$ cat src/rtl/bram32_lsu.sv
// bram32_lsu: byte/half/word load-store requester for a 32-bit subword BRAM.
// Define BRAM32_LSU_MISALIGNED_EN to split misaligned accesses into bytes.
module bram32_lsu #(
  parameter  int DEPTH      = 512,
  localparam int ADDR_WIDTH = $clog2(DEPTH)
) (
  input  logic                  i_clk,
  input  logic                  i_rst,
  input  logic                  i_req_valid,
  output logic                  o_req_ready,
  input  logic [ADDR_WIDTH+1:0] i_req_addr,
  input  logic                  i_req_we,
  input  logic [1:0]            i_req_size,
  input  logic                  i_req_unsigned,
  input  logic [31:0]           i_req_wdata,
  output logic                  o_resp_valid,
  input  logic                  i_resp_ready,
  output logic [31:0]           o_resp_rdata,
  output logic                  o_resp_err,
  output logic [ADDR_WIDTH-1:0] o_mem_addr,
  output logic [31:0]           o_mem_wdata,
  output logic                  o_mem_we,
  output logic [2:0]            o_mem_wr_subaddr,
  input  logic [31:0]           i_mem_rdata
);

  localparam int BW = ADDR_WIDTH + 2;

  typedef enum logic [1:0] {
    IDLE, ACCESS, LWAIT, RESP
  } state_t;

  state_t          r_state;
  logic [BW-1:0]   r_addr;
  logic            r_we;
  logic [1:0]      r_size;
  logic            r_uns;
  logic [31:0]     r_wdata;
  logic            r_split;
  logic [1:0]      r_idx;
  logic [31:0]     r_acc;

  logic            w_misal;
  logic            w_ill;
  logic            w_err;
  logic            w_split;
  logic            w_last;
  logic [BW-1:0]   w_next;
  logic [1:0]      w_nidx;
  logic [31:0]     w_lane;
  logic [31:0]     w_acc;

  always_comb begin
    w_misal = (i_req_size == 2'd1 && i_req_addr[0]) ||
              (i_req_size == 2'd2 && i_req_addr[1:0] != 2'b00);
    w_ill   = (i_req_size == 2'd3);
`ifdef BRAM32_LSU_MISALIGNED_EN
    w_split = w_misal;
    w_err   = w_ill;
`else
    w_split = 1'b0;
    w_err   = w_ill | w_misal;
`endif
    w_last = !r_split ||
             (r_idx == ((r_size == 2'd2) ? 2'd3 : 2'd1));
    w_next = r_addr + BW'(1);
    w_nidx = r_idx + 2'd1;
    w_lane = i_mem_rdata >> {r_addr[1:0], 3'b000};
    w_acc  = r_acc | ({24'd0, w_lane[7:0]} << {r_idx, 3'b000});
  end

  function automatic logic [2:0] subcode(
    input logic [1:0] sz,
    input logic [1:0] a,
    input logic       split
  );
    if (split) return {1'b1, a};
    case (sz)
      2'd2:    return 3'd1;
      2'd1:    return {2'b01, a[1]};
      default: return {1'b1, a};
    endcase
  endfunction

  function automatic logic [31:0] ext(
    input logic [31:0] v,
    input logic [1:0]  sz,
    input logic        u
  );
    case (sz)
      2'd0:    return u ? {24'd0, v[7:0]}
                        : {{24{v[7]}}, v[7:0]};
      2'd1:    return u ? {16'd0, v[15:0]}
                        : {{16{v[15]}}, v[15:0]};
      default: return v;
    endcase
  endfunction

  always_ff @(posedge i_clk) begin
    if (i_rst) begin
      r_state          <= IDLE;
      r_addr           <= '0;
      r_we             <= 1'b0;
      r_size           <= 2'd0;
      r_uns            <= 1'b0;
      r_wdata          <= 32'd0;
      r_split          <= 1'b0;
      r_idx            <= 2'd0;
      r_acc            <= 32'd0;
      o_req_ready      <= 1'b1;
      o_resp_valid     <= 1'b0;
      o_resp_err       <= 1'b0;
      o_resp_rdata     <= 32'd0;
      o_mem_addr       <= '0;
      o_mem_wdata      <= 32'd0;
      o_mem_we         <= 1'b0;
      o_mem_wr_subaddr <= 3'd0;
    end else begin
      unique case (r_state)
        IDLE: begin
          if (i_req_valid) begin
            r_addr      <= i_req_addr;
            r_we        <= i_req_we;
            r_size      <= i_req_size;
            r_uns       <= i_req_unsigned;
            r_wdata     <= i_req_wdata;
            r_split     <= w_split;
            r_idx       <= 2'd0;
            r_acc       <= 32'd0;
            o_req_ready <= 1'b0;
            if (w_err) begin
              r_state      <= RESP;
              o_resp_valid <= 1'b1;
              o_resp_err   <= 1'b1;
              o_resp_rdata <= 32'd0;
            end else begin
              r_state          <= ACCESS;
              o_mem_addr       <= i_req_addr[BW-1:2];
              o_mem_we         <= i_req_we;
              o_mem_wdata      <= i_req_wdata;
              o_mem_wr_subaddr <= i_req_we ?
                subcode(i_req_size, i_req_addr[1:0], w_split) : 3'd0;
            end
          end
        end
        ACCESS: begin
          o_mem_we         <= 1'b0;
          o_mem_wr_subaddr <= 3'd0;
          if (!r_we) begin
            r_state <= LWAIT;
          end else if (w_last) begin
            r_state      <= RESP;
            o_resp_valid <= 1'b1;
            o_resp_err   <= 1'b0;
            o_resp_rdata <= 32'd0;
          end else begin
            // next byte of a split store, issued back to back
            r_addr           <= w_next;
            r_idx            <= w_nidx;
            o_mem_addr       <= w_next[BW-1:2];
            o_mem_we         <= 1'b1;
            o_mem_wr_subaddr <= {1'b1, w_next[1:0]};
            o_mem_wdata      <= r_wdata >> {w_nidx, 3'b000};
          end
        end
        LWAIT: begin
          if (w_last) begin
            r_state      <= RESP;
            o_resp_valid <= 1'b1;
            o_resp_err   <= 1'b0;
            o_resp_rdata <= ext(r_split ? w_acc : w_lane,
                                r_size, r_uns);
          end else begin
            r_acc      <= w_acc;
            r_addr     <= w_next;
            r_idx      <= w_nidx;
            o_mem_addr <= w_next[BW-1:2];
            r_state    <= ACCESS;
          end
        end
        RESP: begin
          if (i_resp_ready) begin
            o_resp_valid <= 1'b0;
            o_resp_err   <= 1'b0;
            o_resp_rdata <= 32'd0;
            o_req_ready  <= 1'b1;
            r_state      <= IDLE;
          end
        end
        default: r_state <= IDLE;
      endcase
    end
  end

endmodule

$ cat config.mk
export PLATFORM = sky130hd
export DESIGN_NAME = bram32_lsu
export DESIGN_NICKNAME = d
export VERILOG_FILES = /design/src/rtl/bram32_lsu.sv
export SDC_FILE = /design/constraint.sdc
export NUM_CORES = 1
export LEC_CHECK = 0
export BUFFER_PORTS_ARGS = -buffer_cell sky130_fd_sc_hd__buf_2
export CORE_MARGIN = 2
export CORE_UTILIZATION = 35
export DETAILED_ROUTE_END_ITERATION = 16
export GPL_TIMING_DRIVEN = 0
export SYNTH_ARGS = -nofsm -noshare
export SYNTH_HDL_FRONTEND = slang
export SYNTH_SLANG_ARGS = --single-unit
$ cat constraint.sdc
create_clock -name i_clk -period 1.9 [get_ports i_clk]
set_input_delay 0.095 -clock i_clk [delete_from_list [all_inputs] [get_ports i_clk]]
set_output_delay 0.095 -clock i_clk [all_outputs]
set_load 0.02 [all_outputs]
==> impl_results.md <==
* Area delta synth->final at 40.19%
* Yosys reg bits at 88
* Post-Syn Area per Cell at 9.763 um2
* Status: completed
* Via count at 3977
* Final hold slack at 0.007550 ns
* Die width at 115.0 um
* Cells after Synth at 442
* Tot Pwr at 8.562 mW
* CTS Buf Count at 9
* CP required at 2.14 ns
* Worst-Margin Slew at 0.5533 ns
* Layout cell share with drive strength beyond 1 at 39.07%
* Chip Height at 115.0 um
* Worst-Skew Late Latency at 0.35 ns
* Min cycle time layout at 1.827 ns
* Post-synth cell types at 41
* Root Driver: clkbuf_16
* Ant. Diodes at 0
* First-pass GRT wire length at 19830 um
* Crit path max fanout at 10
* Post-route clock skew at 0.004807 ns
* Critical Path, Cell by Cell: inv_1, ha_2, buf_6, o21a_4, nor4_4, buf_4, buf_6, a221o_2
* DR pass1 iterations at 4
* Yosys warns at 0
* Mapped Nets at 533
* Initial DRC Count at 211
* Most used cell, CP: buf_6
* WL final at 12800 um
* Max-slew violation count at 0
* Ports at 163
* Most frequent cells in the layout: buf_2, nand2b_1, dfxtp_1
* WL per Instance at 16.16 um
* CTS Buffer Depth at 2
* Post-Synthesis Cell Area at 4315 um2
* Nets at 731
* Via density at 5.021
* Synth top area share at 40.82%
* Most common cell after layout, fill and taps aside: buf_2
* Vias in the first global route at 3871
* CP Class: reg -> reg
* Htree depth at 3
* Clock-pin transition on the worst setup and hold timing paths at 0.06 ns
* CTS tree: yes
* Register area share after synthesis at 40.82%
* Largest net degree at the start of global routing at 20
* Finish-stage setup viols at 0
* WP data arrival at 2.07 ns
* CP max stage delay at 0.34 ns
* Max_slew headroom at 62.95%
* Filler Cells Inserted at 1137
* Final Cycle Share at 96.14%
* Final ANT Viol Nets at 0
* CTS Sinks at 88
* WP buf/inv at 4
* Crit. End Element: register
* Cell taking the most area after synthesis: dfxtp_1
* Fin. Hold Viols at 0
* GR Util All Layers at 19.16%
* Worst setup SP type: register
* Fmax at 547.4 MHz
* Top cells by area, synth: dfxtp_1, mux2i_1, nand2b_1
* PortBufs at 162
* Register Area at 1764 um2
* Slowest CP cell: dfxtp_2
* Static leakage at 2.677 nW
* Top Family by Delay on Critical Path: buffers and inverters
* PD cells at 1415 nW/um2
* DP HPWL at 9307 um
* Die ar. at 13230 um2
* Core Area at 12010 um2
* Max-cap violations at 0
* Num rows at 40
* GPL Wtd Cong at 0.8172
* Worst hold-check path type: in -> reg
* Peak supply drop at 0.0004496 V
* Area taken by multi-input logic gates at 2515 um2
* Initial antenna violation count at 0
* Starting density of the core at 35.93%
* Drt drc at 0
* Grt total ovfl at 0
==> stage by stage <==
stage	std cells	setup TNS, ns	worst slack [ns]	area, um2	utilization (%)
after floorplan	442	0	0.06895	4320	-
after global placement	751	-22.46	-0.5935	5315	44.25
after detailed placement	751	-24.39	-0.6228	5315	44.25
after CTS	786	-0.4993	-0.05377	5919	49.28
after global routing	792	-0.4143	-0.05916	6050	50.36
final	792	0	0.07330	6050	50.36
==> worst paths after layout <==
path | start | endpoint | slack (ns) | depth (start not counted)
setup / recovery | r_state[0] | o_resp_rdata[19] | 0.07 | 8
hold / removal | i_mem_rdata[25] | o_resp_rdata[25] | 0.008 | 2
setup reg to reg | r_state[0] | o_resp_rdata[19] | 0.07 | 8
hold reg to reg | o_mem_wdata[10] | o_mem_wdata[10] | 0.47 | 2
==> kinds of logic (layout without fill, tap and decap cells) <==
family,Yosys count,count (layout),share of synthesized area (%)
simple gates,150,150,20.47
flops,88,88,40.82
compound gates,82,82,13.28
mux,74,74,18.85
buf+inv,40,243,4.262
fa+ha+maj,8,8,2.320
==> layer usage <==
| layer | up-vias | GRT usage [%] | wire [um] |
|---|---|---|---|
| met5 | - | 0 | 0 |
| met4 | 0 | 7.550 | 211 |
| li1 | 1958 | - | - |
| met3 | 14 | 3.795 | 809 |
| met1 | 1859 | 24.74 | 5884 |
| met2 | 146 | 31.57 | 5894 |
==> synthesized netlist by cell type <==
cell,number
a2111oi_0,1
a211oi_1,2
a21oi_1,26
a21oi_2,1
a221o_1,6
a221o_2,10
a311oi_1,1
a31oi_1,1
and2_1,1
and3_1,1
buf_1,1
buf_2,6
buf_4,3
buf_6,2
clkbuf_1,17
clkinv_1,1
dfxtp_1,88
ha_1,8
inv_1,10
mux2_2,8
mux2i_1,61
mux4_2,5
nand2_1,24
nand2b_1,90
nand3_1,4
nand3b_1,7
nand4_1,4
nor2_1,7
nor2b_1,3
nor3_1,3
nor3b_1,1
nor4_2,1
nor4_4,1
o211ai_1,5
o21a_1,1
o21ai_0,16
o21ai_2,1
o22ai_1,3
o2bb2ai_1,8
or2_2,2
or3_1,1
==> what timing repair did <==
| action | in CTS | in global routing |
|---|---|---|
| setup endpoints to repair | 37 | 75 |
| setup buffers | 5 | 6 |
| hold buffers | 15 | 0 |
| pin swaps | 3 | 0 |
| cloned | 1 | 0 |
| resized for setup | 25 | 24 |
| hold endpoints to repair | 15 | 0 |
==> area by class of cell <==
| class | instances | area share, % |
|---|---|---|
| buffer | 27 | 2.627 |
| clock buffer | 11 | 4.178 |
| clock inverter | 5 | 1.303 |
| inverter | 11 | 0.6825 |
| multi-input combinational | 314 | 41.57 |
| sequential | 88 | 29.16 |
| tap | 147 | 3.040 |
| timing repair buffer | 189 | 17.44 |
==> state kept, by name (all words and copies together) (netlist names), 2 cells and up <==
| name | count |
|---|---|
| o_mem_wdata | 32 |
| o_resp_rdata | 32 |
| o_mem_addr | 9 |
| o_mem_wr_subaddr | 3 |
| r_addr | 2 |
| r_size | 2 |
| r_state | 2 |
==> power by group <==
group | switching, mW | internal, mW | total (mW) | leakage (nW)
registers | 0.276 | 2.34 | 2.61 | 0.718
clock network | 0.770 | 1.22 | 1.99 | 0.165
logic | 2.32 | 1.63 | 3.96 | 1.79
Power figures use the tool's default switching activity.
